==> src/rtl/serialtopara_lane.sv <==
// Serial-to-parallel lane: hunts for the idle comma, locks byte phase, then strobes one byte per 8 bit clocks.
// Optional build macro SERIALTOPARA_REALIGN_EN re-phases the lane on an off-boundary comma while ACTIVE.
module serialtopara_lane #(
  parameter logic [7:0] COMMA        = 8'hBC,
  parameter int         ACTIVE_COUNT = 4
) (
  input  logic       clk8f,
  input  logic       reset,
  input  logic       data_in,
  output logic [7:0] data_out,
  output logic       valid_out,
  output logic       byte_stb,
  output logic       active
);

  typedef enum logic [1:0] {HUNT, ALIGN, ACTIVE} state_t;

  localparam logic [3:0] LOCK_COUNT = 4'(ACTIVE_COUNT);

  state_t     state_reg, state_next;
  logic [7:0] shift_reg, shift_next;
  logic [2:0] bit_cnt_reg, bit_cnt_next;
  logic [3:0] bc_cnt_reg, bc_cnt_next;
  logic [7:0] data_reg, data_next;
  logic       valid_reg, valid_next;
  logic       stb_reg, stb_next;
  logic       active_reg, active_next;
  logic       is_comma;
  logic       boundary;

  always_ff @(posedge clk8f or posedge reset) begin
    if (reset) begin
      state_reg   <= HUNT;
      shift_reg   <= 8'h00;
      bit_cnt_reg <= 3'd0;
      bc_cnt_reg  <= 4'd0;
      data_reg    <= 8'h00;
      valid_reg   <= 1'b0;
      stb_reg     <= 1'b0;
      active_reg  <= 1'b0;
    end else begin
      state_reg   <= state_next;
      shift_reg   <= shift_next;
      bit_cnt_reg <= bit_cnt_next;
      bc_cnt_reg  <= bc_cnt_next;
      data_reg    <= data_next;
      valid_reg   <= valid_next;
      stb_reg     <= stb_next;
      active_reg  <= active_next;
    end
  end

  always_comb begin
    shift_next   = {shift_reg[6:0], data_in};
    is_comma     = (shift_next == COMMA);
    boundary     = (bit_cnt_reg == 3'd7);
    state_next   = state_reg;
    bit_cnt_next = bit_cnt_reg;
    bc_cnt_next  = bc_cnt_reg;
    data_next    = data_reg;
    valid_next   = valid_reg;
    stb_next     = 1'b0;
    active_next  = active_reg;

    case (state_reg)
      HUNT: begin
        // The edge completing a comma defines the byte phase.
        if (is_comma) begin
          bit_cnt_next = 3'd0;
          bc_cnt_next  = 4'd1;
          if (ACTIVE_COUNT == 1) begin
            state_next  = ACTIVE;
            active_next = 1'b1;
          end else begin
            state_next = ALIGN;
          end
        end
      end

      ALIGN: begin
        bit_cnt_next = bit_cnt_reg + 3'd1;
        if (boundary) begin
          if (is_comma) begin
            bc_cnt_next = bc_cnt_reg + 4'd1;
            if (bc_cnt_reg + 4'd1 == LOCK_COUNT) begin
              state_next  = ACTIVE;
              active_next = 1'b1;
            end
          end else begin
            state_next  = HUNT;
            bc_cnt_next = 4'd0;
          end
        end
      end

      ACTIVE: begin
        bit_cnt_next = bit_cnt_reg + 3'd1;
        if (boundary) begin
          stb_next = 1'b1;
          // Commas are idle: report them as not-valid and keep the last data byte.
          if (is_comma) begin
            valid_next = 1'b0;
          end else begin
            valid_next = 1'b1;
            data_next  = shift_next;
          end
        end
`ifdef SERIALTOPARA_REALIGN_EN
        else if (is_comma) begin
          bit_cnt_next = 3'd0;
          bc_cnt_next  = 4'd1;
          if (ACTIVE_COUNT == 1) begin
            active_next = 1'b1;
          end else begin
            state_next  = ALIGN;
            active_next = 1'b0;
          end
        end
`endif
      end

      default: begin
        state_next = HUNT;
      end
    endcase
  end

  assign data_out  = data_reg;
  assign valid_out = valid_reg;
  assign byte_stb  = stb_reg;
  assign active    = active_reg;

endmodule

==> config.mk <==
export PLATFORM = sky130hd
export DESIGN_NAME = serialtopara_lane
export DESIGN_NICKNAME = d
export VERILOG_FILES = /design/src/rtl/serialtopara_lane.sv
export SDC_FILE = /design/constraint.sdc
export NUM_CORES = 1
export LEC_CHECK = 0
export CAP_MARGIN = 20
export CORE_AREA = 2 2 64 66
export DETAILED_ROUTE_END_ITERATION = 6
export DIE_AREA = 0 0 66 68
export HOLD_SLACK_MARGIN = 0.02
export PLACE_DENSITY_LB_ADDON = 0.12
export SLEW_MARGIN = 40
export SYNTH_ARGS = -nofsm -noshare
export SYNTH_HDL_FRONTEND = slang
export SYNTH_SLANG_ARGS = --single-unit
export TNS_END_PERCENT = 100
==> constraint.sdc <==
create_clock -name clk8f -period 1.6 [get_ports clk8f]
set_clock_uncertainty 0.05 [all_clocks]
set_input_delay 0.24 -clock clk8f [delete_from_list [all_inputs] [get_ports clk8f]]
set_output_delay 0.24 -clock clk8f [all_outputs]
set_load 0.03 [all_outputs]
## Yosys cells after proc, flatten, opt, wreduce, memory -nomap -nowiden

Cells that the tools add are included.

- Flip-flop bits (word level): 27
- Latch bits: 0
- Bits in writable memories: 0
- ROM bits: 0
- Output and inout bits: 11
- Logic and storage cells: 44
- Memories kept: 0

- Add/sub/neg operators: 2
- Multiply operators: 0
- Div/mod/pow operators: 0
- $lt $le $gt $ge: 0
- Equality and inequality tests: 8
- Shift operators: 0
- Mux-type cells: 14
- Bitwise gates (word level): 2
- Reduce and logical (&&, ||, !) cells: 10

Operator list:

| cell | number |
|---|---|
| 4-bit two-way mux | 3 |
| 8-bit equality test (second input constant) | 1 |
| 2-bit two-way mux | 4 |
| 4-bit one-hot mux with 2 select lines | 1 |
| 4-bit AND reduction | 2 |
| 2-bit one-hot mux with 3 select lines | 1 |
| 3-bit one-hot mux with 2 select lines | 1 |
| 3-bit AND reduction | 2 |
| 4-bit by 1-bit adder with 4-bit output (second input constant) | 1 |
| 4-bit by 3-bit equality test with 1-bit output (second input constant) | 1 |
| 2-bit inequality test (second input constant) | 2 |
| 2-bit AND reduction | 2 |
| 2-bit nonzero test | 2 |
| 3-bit by 1-bit adder with 3-bit output (second input constant) | 1 |
| 3-bit equality test (second input constant) | 1 |
| 1-bit two-way mux | 3 |
| 3-bit two-way mux | 1 |
| 3-bit inequality test (second input constant) | 1 |
| 2-bit by 1-bit equality test with 1-bit output (second input constant) | 1 |
| 2-bit equality test (second input constant) | 1 |
| 2-bit zero test | 1 |
| 1-bit inverter | 2 |
| 2-bit OR reduction | 1 |

## Longest topological paths before layout

Gate-level depths: netlist (run 1).

- Depth after elaboration: 6
- Gate-level depth with buffers: 8
- Depth with buffers taken out: 7

## Least setup slack after synthesis (run 1)

OpenSTA, ideal clock, no wires.

- Path type: flip-flop to flip-flop
- Start point: reg bc_cnt_reg[0]
- End point: reg state_reg[0]
- Library setup time: 140 ps
- Data arrival time: 1507 ps
- Slack: -97 ps
- Stages on the path, launching flop included: 7
- Buffers on the path: 0
- Path through: dfrtp_1 > ha_1 > nor2b_1 > a211o_1 > and3_1 > o2111ai_1 > o311ai_1

- Longest elaborated chain between the ends: 4

Ends and longest elaborated chain:

| item | RTL line | RTL |
|---|---|---|
| from (decl) | 23 | `logic [3:0] bc_cnt_reg, bc_cnt_next;` |
| from (signal assigned) | 45 | `bc_cnt_reg <= bc_cnt_next;` |
| 4-bit by 1-bit adder with 4-bit output | 85 | `if (bc_cnt_reg + 4'd1 == LOCK_COUNT) begin` |
| 4-bit by 3-bit equality test with 1-bit output | 85 |  |
| 3-bit inequality test (no line) | n/a |  |
| 4-bit AND reduction (no line) | n/a |  |
| to (signal assigned) | 42 | `state_reg <= state_next;` |
| to (decl) | 20 | `state_t state_reg, state_next;` |

No other way between the ends.
A chain may end at the register's enable or synchronous reset.

## Worst setup path in the final report (run 1)

- Start point: reg bc_cnt_reg[1]
- End point: reg state_reg[0]

The elaborated chain is that of the path after synthesis.

==> results of run 1 <==
-- cell usage in the layout, fill, tap and decap left out, drive strengths merged --
cell type,synthesis,routed
and3,1,1
nand3,5,5
inv,9,9
o221ai,2,2
dfrtp,27,27
mux2i,2,2
o22a,2,2
dlygate4sd2,0,4
o21a,1,1
a41o,1,1
nand4,1,1
nor2,3,3
clkdlybuf4s50,0,1
nor2b,3,3
o31ai,1,1
ha,7,7
nand2b,1,1
a211o,1,1
dlymetal6s2s,0,8
clkinv,0,1
o21ai,9,9
a21oi,4,4
o2bb2ai,1,1
buf,2,19
o32a,1,1
a21o,1,1
or4,1,1
o2111ai,1,1
nand2,31,31
a31oi,2,2
o311ai,1,1
clkbuf,2,3
nor4,1,1
and4,1,1
-- per-layer routing --
layer / share of wire [%] / up-vias
met5: 0 / -
met4: 0.62 / 0
li1: - / 500
met1: 50 / 456
met3: 3.0 / 2
met2: 46 / 12
-- worst max-delay path, delay by kind of cell, from the launching register on --
kind / cells / cell delay, ns
AOI/OAI and AO/OA: 3 / 0.49
DFF: 1 / 0.40
adders and majority gates: 1 / 0.20
and+or+nand+nor: 2 / 0.31
-- timing repair --
action                                  4_1_cts  5_1_grt
pin swaps                                     2        2
cloned                                        0        0
setup buffers                                 0        4
gates resized for setup                       4       11
endpoints found under the setup margin        5       22
-- per-stage QoR --
stage / hold slack, ns / setup slack, ns
finish: 0.158 / 0.0117
detailed placement: 0.345 / -0.272
global placement: 0.346 / -0.220
CTS: 0.282 / -0.00620
floorplan: 0.221 / 0.00370
global route: 0.158 / -0.0497
-- power groups by stage --
stage	clock network, mW	registers [mW]	logic (mW)
2_1_floorplan	0	0.759	0.133
3_3_place_gp	0	0.764	0.180
3_5_place_dp	0	0.766	0.184
4_1_cts	0.402	0.752	0.184
5_1_grt	0.428	0.756	0.221
6_report	0.384	0.752	0.194
-- cell families after synthesis --
kind of cell / Yosys count
AND/OR/NAND/NOR: 48
AO/OA/AOI/OAI: 28
flip-flops: 27
buffers and inverters: 13
adder cells (fa/ha/maj): 7
multiplexers: 2
-- final cells by class --
cell class / count / area, um^2 / area share [%]
Clock inverter: 1 / 5.00 / 0.299
Clock buffer: 3 / 41.3 / 2.47
Multi-Input combinational cell: 85 / 568 / 33.9
Tap cell: 50 / 62.6 / 3.74
Inverter: 9 / 33.8 / 2.02
Timing Repair Buffer: 32 / 288 / 17.2
Sequential cell: 27 / 676 / 40.4
-- Yosys cell counts, types with 2 or more instances --
| library cell | number | area (um^2) |
|---|---|---|
| sky130_fd_sc_hd__a21oi_1 | 4 | 20.0 |
| sky130_fd_sc_hd__a31oi_1 | 2 | 12.5 |
| sky130_fd_sc_hd__buf_2 | 2 | 10.0 |
| sky130_fd_sc_hd__clkbuf_1 | 2 | 7.51 |
| sky130_fd_sc_hd__dfrtp_1 | 27 | 676 |
| sky130_fd_sc_hd__ha_1 | 7 | 87.6 |
| sky130_fd_sc_hd__inv_1 | 7 | 26.3 |
| sky130_fd_sc_hd__inv_2 | 2 | 7.51 |
| sky130_fd_sc_hd__mux2i_1 | 2 | 20.0 |
| sky130_fd_sc_hd__nand2_1 | 29 | 109 |
| sky130_fd_sc_hd__nand3_1 | 5 | 25.0 |
| sky130_fd_sc_hd__nor2_1 | 3 | 11.3 |
| sky130_fd_sc_hd__nor2b_1 | 3 | 18.8 |
| sky130_fd_sc_hd__o21ai_0 | 3 | 15.0 |
| sky130_fd_sc_hd__o21ai_1 | 6 | 30.0 |
| sky130_fd_sc_hd__o221ai_1 | 2 | 17.5 |
| sky130_fd_sc_hd__o22a_1 | 2 | 17.5 |
-- final timing paths --
| path | from | to | cells past startpoint |
|---|---|---|---|
| worst min register to register | active | active | 1 |
| worst max-delay path | bc_cnt_reg[1] | state_reg[0] | 6 |
| min in group asynchronous | reset | active | 3 |
| worst max register to register | bc_cnt_reg[1] | state_reg[0] | 6 |
| worst min-delay path | data_in | shift_reg[0] | 1 |
| max in group asynchronous | reset | data_out[7] | 3 |
==> impl_metrics.csv, run 1 <==
group,metric,value,unit
cts,clkLatencyLatePin,0.27,ns
power_and_ir_drop,power.combinational.fraction,14.6,%
yosys,ys_seq_area_share,53.0,%
drt,viasPerCell,4.69,
global_routing,gr-total-overflow,0,
final_layout,final_core_utilization,43.4,%
yosys,synth_ff_type,"sky130_fd_sc_hd__dfrtp_1",
yosys,portion_of_netlist_area_occupied_by_mux_cells,1.57,%
cts,cts_htree_levels,1,
yosys,synth_xor_area_share,0,%
cts,cts_root_buffer,"sky130_fd_sc_hd__clkbuf_8",
cts,post_cts_hold_buffer_count,0,
global_routing,antenna_found_initial,0,
setup_path,r2r_slack,0.01,ns
global_routing,global_route.peak_usage_layer,"met2",
setup_path,crit_path_cell_trace,"ha_2, nor2b_1, a211o_1, and3_4, o2111ai_2, o311ai_1",
run,maxCapViolations,0,
yosys,synth-adder-area-share,6.88,%
yosys,post_synth_inst_count,125,
yosys,synth-seq-cells,27,
power_and_ir_drop,cellLeakagePower,0.878,nW
cts,cts.sinks,27,
final_layout,largest_register_ffs,8,
timing,tightest_slew,0.346,ns
power_and_ir_drop,sw_frac_of_total,26.0,%
power_and_ir_drop,power_frac_clock,28.9,%
power_and_ir_drop,p_int,0.983,mW
yosys,synthesis.nets,135,
min_path,hold_class,"in -> reg",
yosys,number_of_enable_flip_flop_cells_after_synthesis,0,
place,dp_hpwl,1.89,mm
global_routing,largest_net_degree_at_the_start_of_global_routing,28,
timing,final_min_period_over_clock_period,99.3,%
drt,detailedRoute.firstIterationViolations,60,
floorplanning,io_pins,14,
yosys,post_synthesis_simple_gate_area_fraction,19.5,%
floorplanning,floorplan.initialDensity,33.0,%
global_routing,grt_pass1_vias,915,
timing,final_max_slew_viol_count,0,
global_routing,grt_util_met2,18.4,%
drt,route.detailed.wl_per_inst,12.5,um
timing,timing_hold_violations_final,0,
floorplanning,core.rowCount,23,
yosys,synth_top_family_by_area,"simple AND/OR/NAND/NOR gates",
yosys,ys_warn_count,0,
final_layout,design.final.nets,168,
final_layout,final_cell_count_no_fill,207,
setup_path,critical_path.endpoint_type,"flop",
timing,final_setup_vio_count,0,
cts,inserted_clock_buffers,3,
global_routing,met3_usage,3.62,%
global_routing,grt_pass1_wl,4.11,mm
setup_path,cp_max_fo,4,
cts,cts_buffer_depth,2,
timing,totalNegativeSetupSlack,0,ns
cts,cts_tree,"yes",
setup_path,max_stage_delay,0.40,ns
drt,detail-route-antenna-nets,0,
run_status,run_status,"finished, final reports clean",
yosys,async_flop_share,100,%
timing,grt_setup_unrepaired,"yes",
power_and_ir_drop,power.sequential.fraction,56.5,%
place,dpl_cell_area,1580,um^2
yosys,synth.avg_cell_area,10.2,um^2
floorplanning,die-height,68,um
floorplanning,placeableCoreArea,3860,um^2
power_and_ir_drop,final_power,1.33,mW
cts,clk_pin_slew_worst_paths,0.10,ns
drt,num_vias,970,
power_and_ir_drop,power_switching,0.346,mW
setup_path,cp_data_arrival_time,1.68,ns
setup_path,critPathRequiredTime,1.69,ns
timing,timing.slew.headroom,76.9,%
power_and_ir_drop,powerDensity,794,nW/um^2
timing,finalWorstPathRequiredPeriod,1.59,ns
final_layout,final_cell_area,1670,um^2
yosys,ys_types,34,
yosys,syn_area,1270,um^2
setup_path,critPathKind,"reg -> reg",
yosys,synth_compound_area_share,14.9,%
timing,fmaxAchievable,630,MHz
setup_path,critical_path.startpoint_type,"flop",
setup_path,timing.critical_path.slowest_stage_cell,"sky130_fd_sc_hd__dfrtp_1",
place,placed_cells_incl_taps,199,
power_and_ir_drop,vdd_drop_max,0.643,mV
place,gpl.final_weighted_congestion,0.768,
global_routing,grt_use_total,11.9,%
floorplanning,chipWidth,66,um
floorplanning,dieArea,4490,um^2
place,placement.io_buffers,13,
global_routing,met1_track_usage_gr,16.8,%
final_layout,drive_gt1_share,22.9,%
drt,detail_route.first_pass.iterations,4,
final_layout,nFillCells,381,
final_layout,syn_to_final_growth,31.4,%
final_layout,num_antenna_cells,0,
drt,drc,0,
drt,routed_wl,2.59,mm
No activity file was read; power rests on OpenSTA's default activity.
==> inputs of run 2 (changes only) <==
Settings changed: CORE_AREA 2 2 64 66 to 2 2 54 56, DIE_AREA 0 0 66 68 to 0 0 56 58.
==> run 2 against run 1 <==
  * The run now ends with setup timing left
  * Worst hold slack better by 0.045 ns
  * Critical endpoint unchanged
  * Critical path type unchanged
  * Sequential share of layout area is 1.7 points higher
  * Register-to-register slack got worse by 0.02 ns
==> impl_metrics.csv, run 2 (same netlist as run 1, synthesis figures left out) <==
group,metric,value,unit
timing,totalNegativeSetupSlack,-0.00498,ns
timing,finalWorstPathRequiredPeriod,1.60,ns
final_layout,syn_to_final_growth,26.4,%
drt,detailedRoute.firstIterationViolations,27,
drt,routed_wl,2.50,mm
cts,cts_root_buffer,"sky130_fd_sc_hd__clkbuf_4",
global_routing,gr-total-overflow,0,
timing,tightest_slew,0.343,ns
global_routing,antenna_found_initial,0,
floorplanning,placeableCoreArea,2660,um^2
final_layout,leading_cell_type_in_the_layout_fill_and_taps_excluded,"sky130_fd_sc_hd__nand2_1",
power_and_ir_drop,sw_frac_of_total,27.4,%
floorplanning,die-height,58,um
final_layout,final_cell_mix,"29 x sky130_fd_sc_hd__nand2_1, 26 x sky130_fd_sc_hd__dfrtp_1, 16 x sky130_fd_sc_hd__buf_4, 11 x sky130_fd_sc_hd__dlygate4sd2_1, 7 x sky130_fd_sc_hd__inv_1",
drt,detail-route-antenna-nets,0,
min_path,hold_class,"in -> async",
timing,fmaxAchievable,623,MHz
place,placement.io_buffers,13,
global_routing,grt_pass1_vias,994,
final_layout,largest_register_ffs,8,
timing,grt_setup_unrepaired,"yes",
setup_path,reg2reg_depth,6,
run_status,failing_checks,"setup timing",
cts,cts.sinks,27,
global_routing,largest_net_degree_at_the_start_of_global_routing,28,
setup_path,end_point_of_the_critical_path,"state_reg[0]",
drt,detail_route.first_pass.iterations,4,
global_routing,grt_pass1_wl,4.40,mm
floorplanning,floorplan.initialDensity,47.8,%
setup_path,critical_path.startpoint_type,"flop",
cts,inserted_clock_buffers,3,
drt,num_vias,1007,
power_and_ir_drop,power_switching,0.341,mW
cts,cts_htree_levels,1,
floorplanning,core.rowCount,19,
final_layout,drive_gt1_share,23.9,%
place,gpl.final_weighted_congestion,0.755,
timing,final_setup_vio_count,1,
timing,final_max_slew_viol_count,0,
setup_path,r2r_slack,-0.005,ns
floorplanning,io_pins,14,
global_routing,grt_use_total,17.1,%
setup_path,rr_startpoint,"bc_cnt_reg[1]",
timing,timing_hold_violations_final,0,
setup_path,critPathRequiredTime,1.75,ns
setup_path,worst_r2r_endpoint,"state_reg[0]",
setup_path,cp_data_arrival_time,1.76,ns
final_layout,design.final.nets,166,
timing,timing.slew.headroom,77.2,%
power_and_ir_drop,final_power,1.25,mW
floorplanning,chipWidth,56,um
final_layout,num_antenna_cells,0,
cts,clkLatencyLatePin,0.32,ns
power_and_ir_drop,cellLeakagePower,0.788,nW
timing,final_min_period_over_clock_period,100,%
run_status,run_status,"finished with violations",
power_and_ir_drop,p_int,0.904,mW
drt,viasPerCell,5.41,
power_and_ir_drop,power_frac_clock,23.9,%
cts,clk_pin_slew_worst_paths,0.15,ns
power_and_ir_drop,powerDensity,773,nW/um^2
run,maxCapViolations,0,
floorplanning,dieArea,3250,um^2
power_and_ir_drop,power.sequential.fraction,60.5,%
cts,cts_tree,"yes",
timing,setup_slack,-0.00498,ns
cts,post_cts_hold_buffer_count,0,
power_and_ir_drop,vdd_drop_max,0.537,mV
power_and_ir_drop,power.combinational.fraction,15.6,%
setup_path,critical_path.endpoint_type,"flop",
place,dp_hpwl,1.80,mm
cts,cts_buffer_depth,2,
setup_path,cp_max_fo,4,
drt,drc,0,
setup_path,critical_path.startpoint,"bc_cnt_reg[1]",
drt,route.detailed.wl_per_inst,13.4,um
setup_path,critPathKind,"reg -> reg",
[run 2: worst min-delay path by stage]
stage	start	endpoint	slack, ns	depth (start not counted)
after CTS	reset	data_out[3]	0.22	3
after detailed placement	shift_reg[3]	shift_reg[4]	0.34	0
final	reset	data_out[4]	0.20	3
after global routing	reset	shift_reg[1]	0.24	3
after floorplan	data_in	shift_reg[0]	0.22	0
after global placement	shift_reg[2]	shift_reg[3]	0.34	0
[run 2: final cells by class]
class / count / area, um^2
clock buffer: 3 / 22.5
clock inverter: 1 / 7.51
multi-input combinational: 85 / 583
inverter: 9 / 33.8
sequential: 27 / 677
tap: 31 / 38.8
timing repair buffer: 30 / 248
fill: 242 / 1050
[run 2: what timing repair did]
item / 4_1_cts / 5_1_grt
endpoints found under the setup margin: 15 / 14
pin swaps: 3 / 2
gates resized for setup: 13 / 6
buffers inserted: 2 / 3
[run 2: per-stage QoR]
stage | hold WS [ns] | instance area, um^2 | worst slack [ns] | instances | util [%]
2_1_floorplan | 0.221 | 1290 | 0.00370 | 125 | -
3_3_place_gp | 0.341 | 1530 | -0.217 | 177 | 57.4
3_5_place_dp | 0.342 | 1530 | -0.255 | 177 | 57.4
4_1_cts | 0.216 | 1570 | 0.0165 | 183 | 58.9
5_1_grt | 0.237 | 1610 | -0.0665 | 186 | 60.5
6_report | 0.203 | 1610 | -0.00498 | 186 | 60.5
[run 2: power groups by stage]
stage,Clock (mW),Sequential (mW),Combinational [mW]
CTS,0.308,0.753,0.182
global placement,0,0.764,0.170
detailed placement,0,0.766,0.179
floorplan,0,0.759,0.133
global route,0.332,0.763,0.228
finish,0.297,0.753,0.195
[run 2: routing by layer]
layer	track usage, %	vias up	part of all wire [%]
met5	0	-	0
met4	5.10	0	0.64
met3	2.68	2	1.9
met2	28.1	11	48
met1	23.8	500	50
li1	-	494	-
[run 2: worst max-delay path, stage by stage (launching register included)]
cell,delay (ns)
sky130_fd_sc_hd__dfrtp_1,0.41
sky130_fd_sc_hd__ha_2,0.20
sky130_fd_sc_hd__nor2b_4,0.13
sky130_fd_sc_hd__a211o_1,0.22
sky130_fd_sc_hd__and3_4,0.17
sky130_fd_sc_hd__o2111ai_2,0.18
sky130_fd_sc_hd__o311ai_2,0.12
